## src/rtl/alu_operand_fetch_pkg.sv

```systemverilog
// Shared definitions for the ALU operand-fetch stage: IR field layout, opcodes, stage state.
// Build option ALU_OPFETCH_WB_BYPASS_EN is consumed by alu_operand_fetch.
package alu_operand_fetch_pkg;

    localparam int SR_LSB    = 3;
    localparam int TR_LSB    = 0;
    localparam int REG_IDX_W = 3;

    localparam logic [15:0] OP_ADD = 16'h0001;
    localparam logic [15:0] OP_SUB = 16'h0002;
    localparam logic [15:0] OP_AND = 16'h0003;
    localparam logic [15:0] OP_OR  = 16'h0004;
    localparam logic [15:0] OP_XOR = 16'h0005;
    localparam logic [15:0] OP_MOV = 16'h0006;

    typedef enum logic {
        ST_EMPTY = 1'b0,
        ST_FULL  = 1'b1
    } fetch_state_e;

endpackage

```

## src/rtl/alu_regfile.sv

```systemverilog
// General register file: NREG x DATA_W, two asynchronous read ports, one synchronous
// write port, cleared by synchronous active-low reset (reset wins over a write).
module alu_regfile
    import alu_operand_fetch_pkg::*;
#(
    parameter int DATA_W = 32,
    parameter int NREG   = 8
) (
    input  logic                 clk,
    input  logic                 rst_n,
    input  logic                 we,
    input  logic [REG_IDX_W-1:0] waddr,
    input  logic [DATA_W-1:0]    wdata,
    input  logic [REG_IDX_W-1:0] raddr_a,
    output logic [DATA_W-1:0]    rdata_a,
    input  logic [REG_IDX_W-1:0] raddr_b,
    output logic [DATA_W-1:0]    rdata_b
);

    logic [DATA_W-1:0] regs_q [NREG];
    logic [DATA_W-1:0] regs_d [NREG];

    always_comb begin
        for (int i = 0; i < NREG; i++) begin
            regs_d[i] = regs_q[i];
            if (we && (waddr == REG_IDX_W'(i))) begin
                regs_d[i] = wdata;
            end
        end
    end

    always_ff @(posedge clk) begin
        if (!rst_n) begin
            for (int i = 0; i < NREG; i++) begin
                regs_q[i] <= '0;
            end
        end else begin
            for (int i = 0; i < NREG; i++) begin
                regs_q[i] <= regs_d[i];
            end
        end
    end

    assign rdata_a = regs_q[raddr_a];
    assign rdata_b = regs_q[raddr_b];

endmodule

```

## src/rtl/alu_operand_fetch.sv

```systemverilog
// Operand-fetch stage: one registered bundle {ir, sr, tr} with valid/ready on both sides.
// ALU_OPFETCH_WB_BYPASS_EN enables writeback bypass and held-operand refresh; otherwise a RAW stall.
module alu_operand_fetch
    import alu_operand_fetch_pkg::*;
#(
    parameter int DATA_W = 32,
    parameter int NREG   = 8
) (
    input  logic                 clk,
    input  logic                 rst_n,
    input  logic                 in_valid,
    output logic                 in_ready,
    input  logic [31:0]          in_ir,
    output logic                 out_valid,
    input  logic                 out_ready,
    output logic [31:0]          out_ir,
    output logic [DATA_W-1:0]    out_sr,
    output logic [DATA_W-1:0]    out_tr,
    input  logic                 wb_en,
    input  logic [REG_IDX_W-1:0] wb_addr,
    input  logic [DATA_W-1:0]    wb_data
);

    fetch_state_e        state_q, state_d;
    logic [31:0]         ir_q, ir_d;
    logic [DATA_W-1:0]   sr_q, sr_d;
    logic [DATA_W-1:0]   tr_q, tr_d;

    logic [REG_IDX_W-1:0] sr_idx, tr_idx;
    logic [DATA_W-1:0]    rf_sr, rf_tr;
    logic [DATA_W-1:0]    sr_fetch, tr_fetch;
    logic                 accept, consume;

    assign sr_idx = in_ir[SR_LSB +: REG_IDX_W];
    assign tr_idx = in_ir[TR_LSB +: REG_IDX_W];

    alu_regfile #(
        .DATA_W (DATA_W),
        .NREG   (NREG)
    ) u_regfile (
        .clk     (clk),
        .rst_n   (rst_n),
        .we      (wb_en),
        .waddr   (wb_addr),
        .wdata   (wb_data),
        .raddr_a (sr_idx),
        .rdata_a (rf_sr),
        .raddr_b (tr_idx),
        .rdata_b (rf_tr)
    );

    assign out_valid = (state_q == ST_FULL);
    assign out_ir    = ir_q;
    assign out_sr    = sr_q;
    assign out_tr    = tr_q;

`ifdef ALU_OPFETCH_WB_BYPASS_EN
    assign in_ready = !out_valid || out_ready;
    assign sr_fetch = (wb_en && (wb_addr == sr_idx)) ? wb_data : rf_sr;
    assign tr_fetch = (wb_en && (wb_addr == tr_idx)) ? wb_data : rf_tr;
`else
    // Hold off one cycle so the instruction reads the register after the write lands.
    logic raw_hazard;
    assign raw_hazard = wb_en && in_valid && ((wb_addr == sr_idx) || (wb_addr == tr_idx));
    assign in_ready   = (!out_valid || out_ready) && !raw_hazard;
    assign sr_fetch   = rf_sr;
    assign tr_fetch   = rf_tr;
`endif

    assign accept  = in_valid && in_ready;
    assign consume = out_valid && out_ready;

    always_comb begin
        state_d = state_q;
        ir_d    = ir_q;
        sr_d    = sr_q;
        tr_d    = tr_q;
        if (accept) begin
            state_d = ST_FULL;
            ir_d    = in_ir;
            sr_d    = sr_fetch;
            tr_d    = tr_fetch;
        end else if (consume) begin
            state_d = ST_EMPTY;
        end
`ifdef ALU_OPFETCH_WB_BYPASS_EN
        else if (out_valid && wb_en) begin
            if (wb_addr == ir_q[SR_LSB +: REG_IDX_W]) sr_d = wb_data;
            if (wb_addr == ir_q[TR_LSB +: REG_IDX_W]) tr_d = wb_data;
        end
`endif
    end

    always_ff @(posedge clk) begin
        if (!rst_n) begin
            state_q <= ST_EMPTY;
            ir_q    <= '0;
            sr_q    <= '0;
            tr_q    <= '0;
        end else begin
            state_q <= state_d;
            ir_q    <= ir_d;
            sr_q    <= sr_d;
            tr_q    <= tr_d;
        end
    end

endmodule

```

## config.mk

```make
export PLATFORM = sky130hd
export DESIGN_NAME = alu_operand_fetch
export DESIGN_NICKNAME = d
export VERILOG_FILES = /design/src/rtl/alu_operand_fetch_pkg.sv /design/src/rtl/alu_regfile.sv /design/src/rtl/alu_operand_fetch.sv
export SDC_FILE = /design/constraint.sdc
export NUM_CORES = 1
export LEC_CHECK = 0
export BUFFER_PORTS_ARGS = -buffer_cell sky130_fd_sc_hd__buf_2
export CAP_MARGIN = 0
export CORE_MARGIN = 2
export CORE_UTILIZATION = 30
export DETAILED_ROUTE_END_ITERATION = 16
export GPL_ROUTABILITY_DRIVEN = 0
export SETUP_SLACK_MARGIN = 0.02
export SYNTH_ARGS = -nofsm -noshare
export SYNTH_HDL_FRONTEND = slang
export SYNTH_HIERARCHICAL = 1
export SYNTH_SLANG_ARGS = --single-unit
```

## constraint.sdc

```tcl
create_clock -name clk -period 3.1 [get_ports clk]
set_input_delay 0.62 -clock clk [delete_from_list [all_inputs] [get_ports clk]]
set_output_delay 0.62 -clock clk [all_outputs]
set_load 0.02 [all_outputs]
```

==> results.md <==
* NetSw at ~3 mW
* Fraction of final layout cells sized beyond drive strength 1 at 0.273
* Post-CTS Setup Bufs at 0
* Fin nets at 1433
* Gr ovfl total at 0
* Tmin final at 2.35 ns
* Slew headroom at 0.530
* Core Box Area at 56100 µm²
* Clock sinks at 353
* Class of the most critical setup path: input port to output port
* Via count at 10600
* Category of the worst setup path capture point: output port
* Maximum clock skew at final layout at 0.0199 ns
* Mean Syn Cell Area at 13.9 µm²
* Initial antenna violation count at 0
* Quantity of gates resized following cts at 0
* Crit path cell chain: buf_4 > xnor2_1 > nand4_1 > nand2_1 > a21boi_0 > buf_2
* Number of vias per cell after detailed routing at 4.93
* Setup crit start kind: input port
* Cell at the root of the clock tree: sky130_fd_sc_hd__clkbuf_16
* Run status: completed
* Number of buffer cells added on primary ports at 169
* Slew @ Worst Pin at 0.706 ns
* Post-route DRC at 0
* Post-synthesis instance area at 16900 µm²
* Layout Cells excl Fill at 2147
* Cell Area, Placed at 18700 µm²
* CP Data Required Time at ~2.5 ns
* Share of total power in combinational logic at 0.133
* Deepest level of the CTS H-tree at 2
* Number of CTS-inserted buffers at 40
* Clk slew on worst S/H paths at 0.06 ns
* Number of DRC violations after detailed-routing iteration 0 at 869
* Half-perimeter wire length after placement at 26.8 mm
* Area added between synthesis and finish at 17.8%
* Combined global-route utilization of all metal layers at 0.153
* Largest buffer count on any clock path at 3
* First-pass GRT wire length at about 68 mm
* Pin count of the biggest net entering global routing at 86
* Hold violation count in the final report at 0
* Final period util at 0.758
* Critical Path Max Stage Delay at 0.34 ns
* Max_cap viols at 0
* Leakage Power at 7.77 nW
* CTS tree: done
* Post-synthesis cell type with the largest combined area: sky130_fd_sc_hd__edfxtp_1
* Total Neg Setup Slack at 0 ns
* Total detailed-routing wirelength at 45.5 mm
* Sequential standard cell area at 9630 µm²
* Clock network fraction of design power at 0.396
* Power Density at 598 nW/µm²
* Slowest cell on the critical path: sky130_fd_sc_hd__buf_4
* Min-Delay Path Class: input port to register
* Peak supply drop at 0.376 mV
* Pint at roughly 9 mW
* Synth warnings at 6
* Count of different cell masters after synthesis at 23
* Setup violation total in the final timing report at 0
* Synth top area share at 0.454
* Ranking of synthesized cells by area: sky130_fd_sc_hd__edfxtp_1, sky130_fd_sc_hd__mux4_1, sky130_fd_sc_hd__dfxtp_1, sky130_fd_sc_hd__mux4_2, sky130_fd_sc_hd__mux2i_1
* Maximum fanout along the worst path at 19
* Portion of the post-synthesis area used by sequential elements at 0.568
* Die ar. at 58400 µm²
* Hold bufs inserted after CTS at 0
* Floorplan die height at between 200 and 250 µm
* Clock latency on the worst-skew pair at 0.57 ns
* Die span in x at about 240 µm
* Post-detailed-route count of antenna-violating nets at 0
* Post-Layout Inst Area at between 15000 and 20000 µm²
* Synth Net Count at 1287
* Worst endpoint data arrival time at between 1.5 and 2 ns
* Maximum clock frequency at 0.426 GHz
* Drt wl/cell at between 20 and 25 µm
* Flop and latch count out of synthesis at around 350
* Layout fillers at 5362
* Proportion of power drawn by flip-flops and latches at 0.471
* Number of global-route vias before repair at around 11000
* Total instance count after detailed placement at 2075
* Cell row count at between 80 and 90
* Starting utilization of the core area at 0.302
* Top-level I/O count at 170
* Number of cells produced by synthesis at between 1000 and 1500
* Area of the multi-input gates at between 6000 and 7000 µm²
* Number of pins with negative max-slew slack in the final report at 0
* Count of TritonRoute iterations in the first routing pass at 5
* Unrepaired setup endpoints after global routing: false
* Switching Share at 0.249
==> power by group through the flow <==
stage | sequential, mW | combinational (mW) | clock (mW)
2_1_floorplan | 5.81 | 0.952 | 0
3_3_place_gp | 5.69 | 1.59 | 0
3_5_place_dp | 5.72 | 1.61 | 0
4_1_cts | 5.62 | 1.62 | 4.84
5_1_grt | 5.66 | 1.71 | 5.01
6_report | 5.62 | 1.59 | 4.73
==> per-stage QoR <==
step	setup slack [ns]	util	total power [mW]	hold WS (ns)
after global placement	0.637	0.333	7.29	0.440
after floorplan	0.433	-	6.76	0.533
after global routing	0.673	0.356	12.4	0.307
after detailed placement	0.597	0.333	7.33	0.445
final	0.751	0.356	11.9	0.312
after CTS	0.730	0.356	12.1	0.287
==> per-layer routing <==
layer | vias to the layer above | track usage | wire [µm]
li1 | 4787 | - | -
met4 | 0 | 0.0389 | 888
met2 | 324 | 0.255 | 22100
met5 | - | 0 | 0
met1 | 5424 | 0.206 | 20000
met3 | 59 | 0.0273 | 2520
==> cell type report <==
type                    count  area share
flip-flops and latches    353       0.483
diodes                      1    0.000125
repair buffers            200      0.0625
inverters                  32     0.00602
clock inverters            17     0.00991
well taps                 756      0.0474
clock buffers              54      0.0549
multi-input cells         734       0.336
==> state kept, by name, summed over array words and instances, names as in the netlist <==
name / count
out_tr: 32
out_ir: 32
out_valid: 1
u_regfile/regs_q: 256
out_sr: 32
==> path summary, 6_finish.rpt <==
kind / start / end / slack (ns) / depth (start not counted)
hold reg to reg: out_tr[7]$_SDFFE_PN0P_ / out_tr[7]$_SDFFE_PN0P_ / 0.45 / 2
setup reg to reg: out_valid$_SDFFE_PN0P_ / out_sr[15]$_SDFFE_PN0P_ / 1.47 / 4
hold / removal: in_ir[7] / out_ir[7]$_SDFFE_PN0P_ / 0.31 / 3
setup / recovery: in_ir[0] / in_ready / 0.75 / 6
==> cells in the mapped netlist, drive strengths merged <==
cell     number
or4b          1
dfxtp        97
nand4bb       3
mux2i        96
clkbuf       46
mux4        128
buf          50
xnor2         6
nand2       233
nand4b        3
mux2         64
edfxtp      256
nor2        192
inv          32
a21boi        2
nand4         4
nand2b        1
and4          1
==> worst max-delay path, delay by kind of cell <==
kind | cells | cell delay, ns
AO/OA/AOI/OAI | 1 | 0.21
buffers and inverters | 2 | 0.55
AND/OR/NAND/NOR | 2 | 0.22
XOR/XNOR | 1 | 0.13
==> kinds of logic (layout without fill, tap and decap cells) <==
logic type,count (synthesis),count (layout),share of synthesized area
and+or+nand+nor,438,438,0.101
DFF,353,353,0.568
muxes,288,288,0.287
buffers and inverters,128,303,0.0396
xor gates and xnor gates,6,6,0.00310
AOI/OAI and AO/OA,2,2,0.000886
other,0,1,0
==> cells in the final DEF (no fill, tap or decap), types with 2 or more instances in the layout <==
cell,synthesis,final
sky130_fd_sc_hd__clkinv_1,0,4
sky130_fd_sc_hd__nor2_1,192,192
sky130_fd_sc_hd__nand2_1,233,225
sky130_fd_sc_hd__buf_2,17,164
sky130_fd_sc_hd__nand4bb_4,0,3
sky130_fd_sc_hd__mux2_2,63,63
sky130_fd_sc_hd__nand2_2,0,8
sky130_fd_sc_hd__buf_12,0,12
sky130_fd_sc_hd__a21boi_0,2,2
sky130_fd_sc_hd__xnor2_1,6,6
sky130_fd_sc_hd__clkbuf_16,0,42
sky130_fd_sc_hd__clkinv_2,0,6
sky130_fd_sc_hd__dfxtp_1,97,97
sky130_fd_sc_hd__mux4_2,48,48
sky130_fd_sc_hd__mux2i_1,96,96
sky130_fd_sc_hd__edfxtp_1,256,256
sky130_fd_sc_hd__buf_4,5,23
sky130_fd_sc_hd__clkbuf_1,46,12
sky130_fd_sc_hd__nand4_1,4,4
sky130_fd_sc_hd__nand4b_1,3,3
sky130_fd_sc_hd__inv_1,32,32
sky130_fd_sc_hd__mux4_1,80,80
sky130_fd_sc_hd__bufinv_16,0,4
Power figures use the tool's default switching activity.
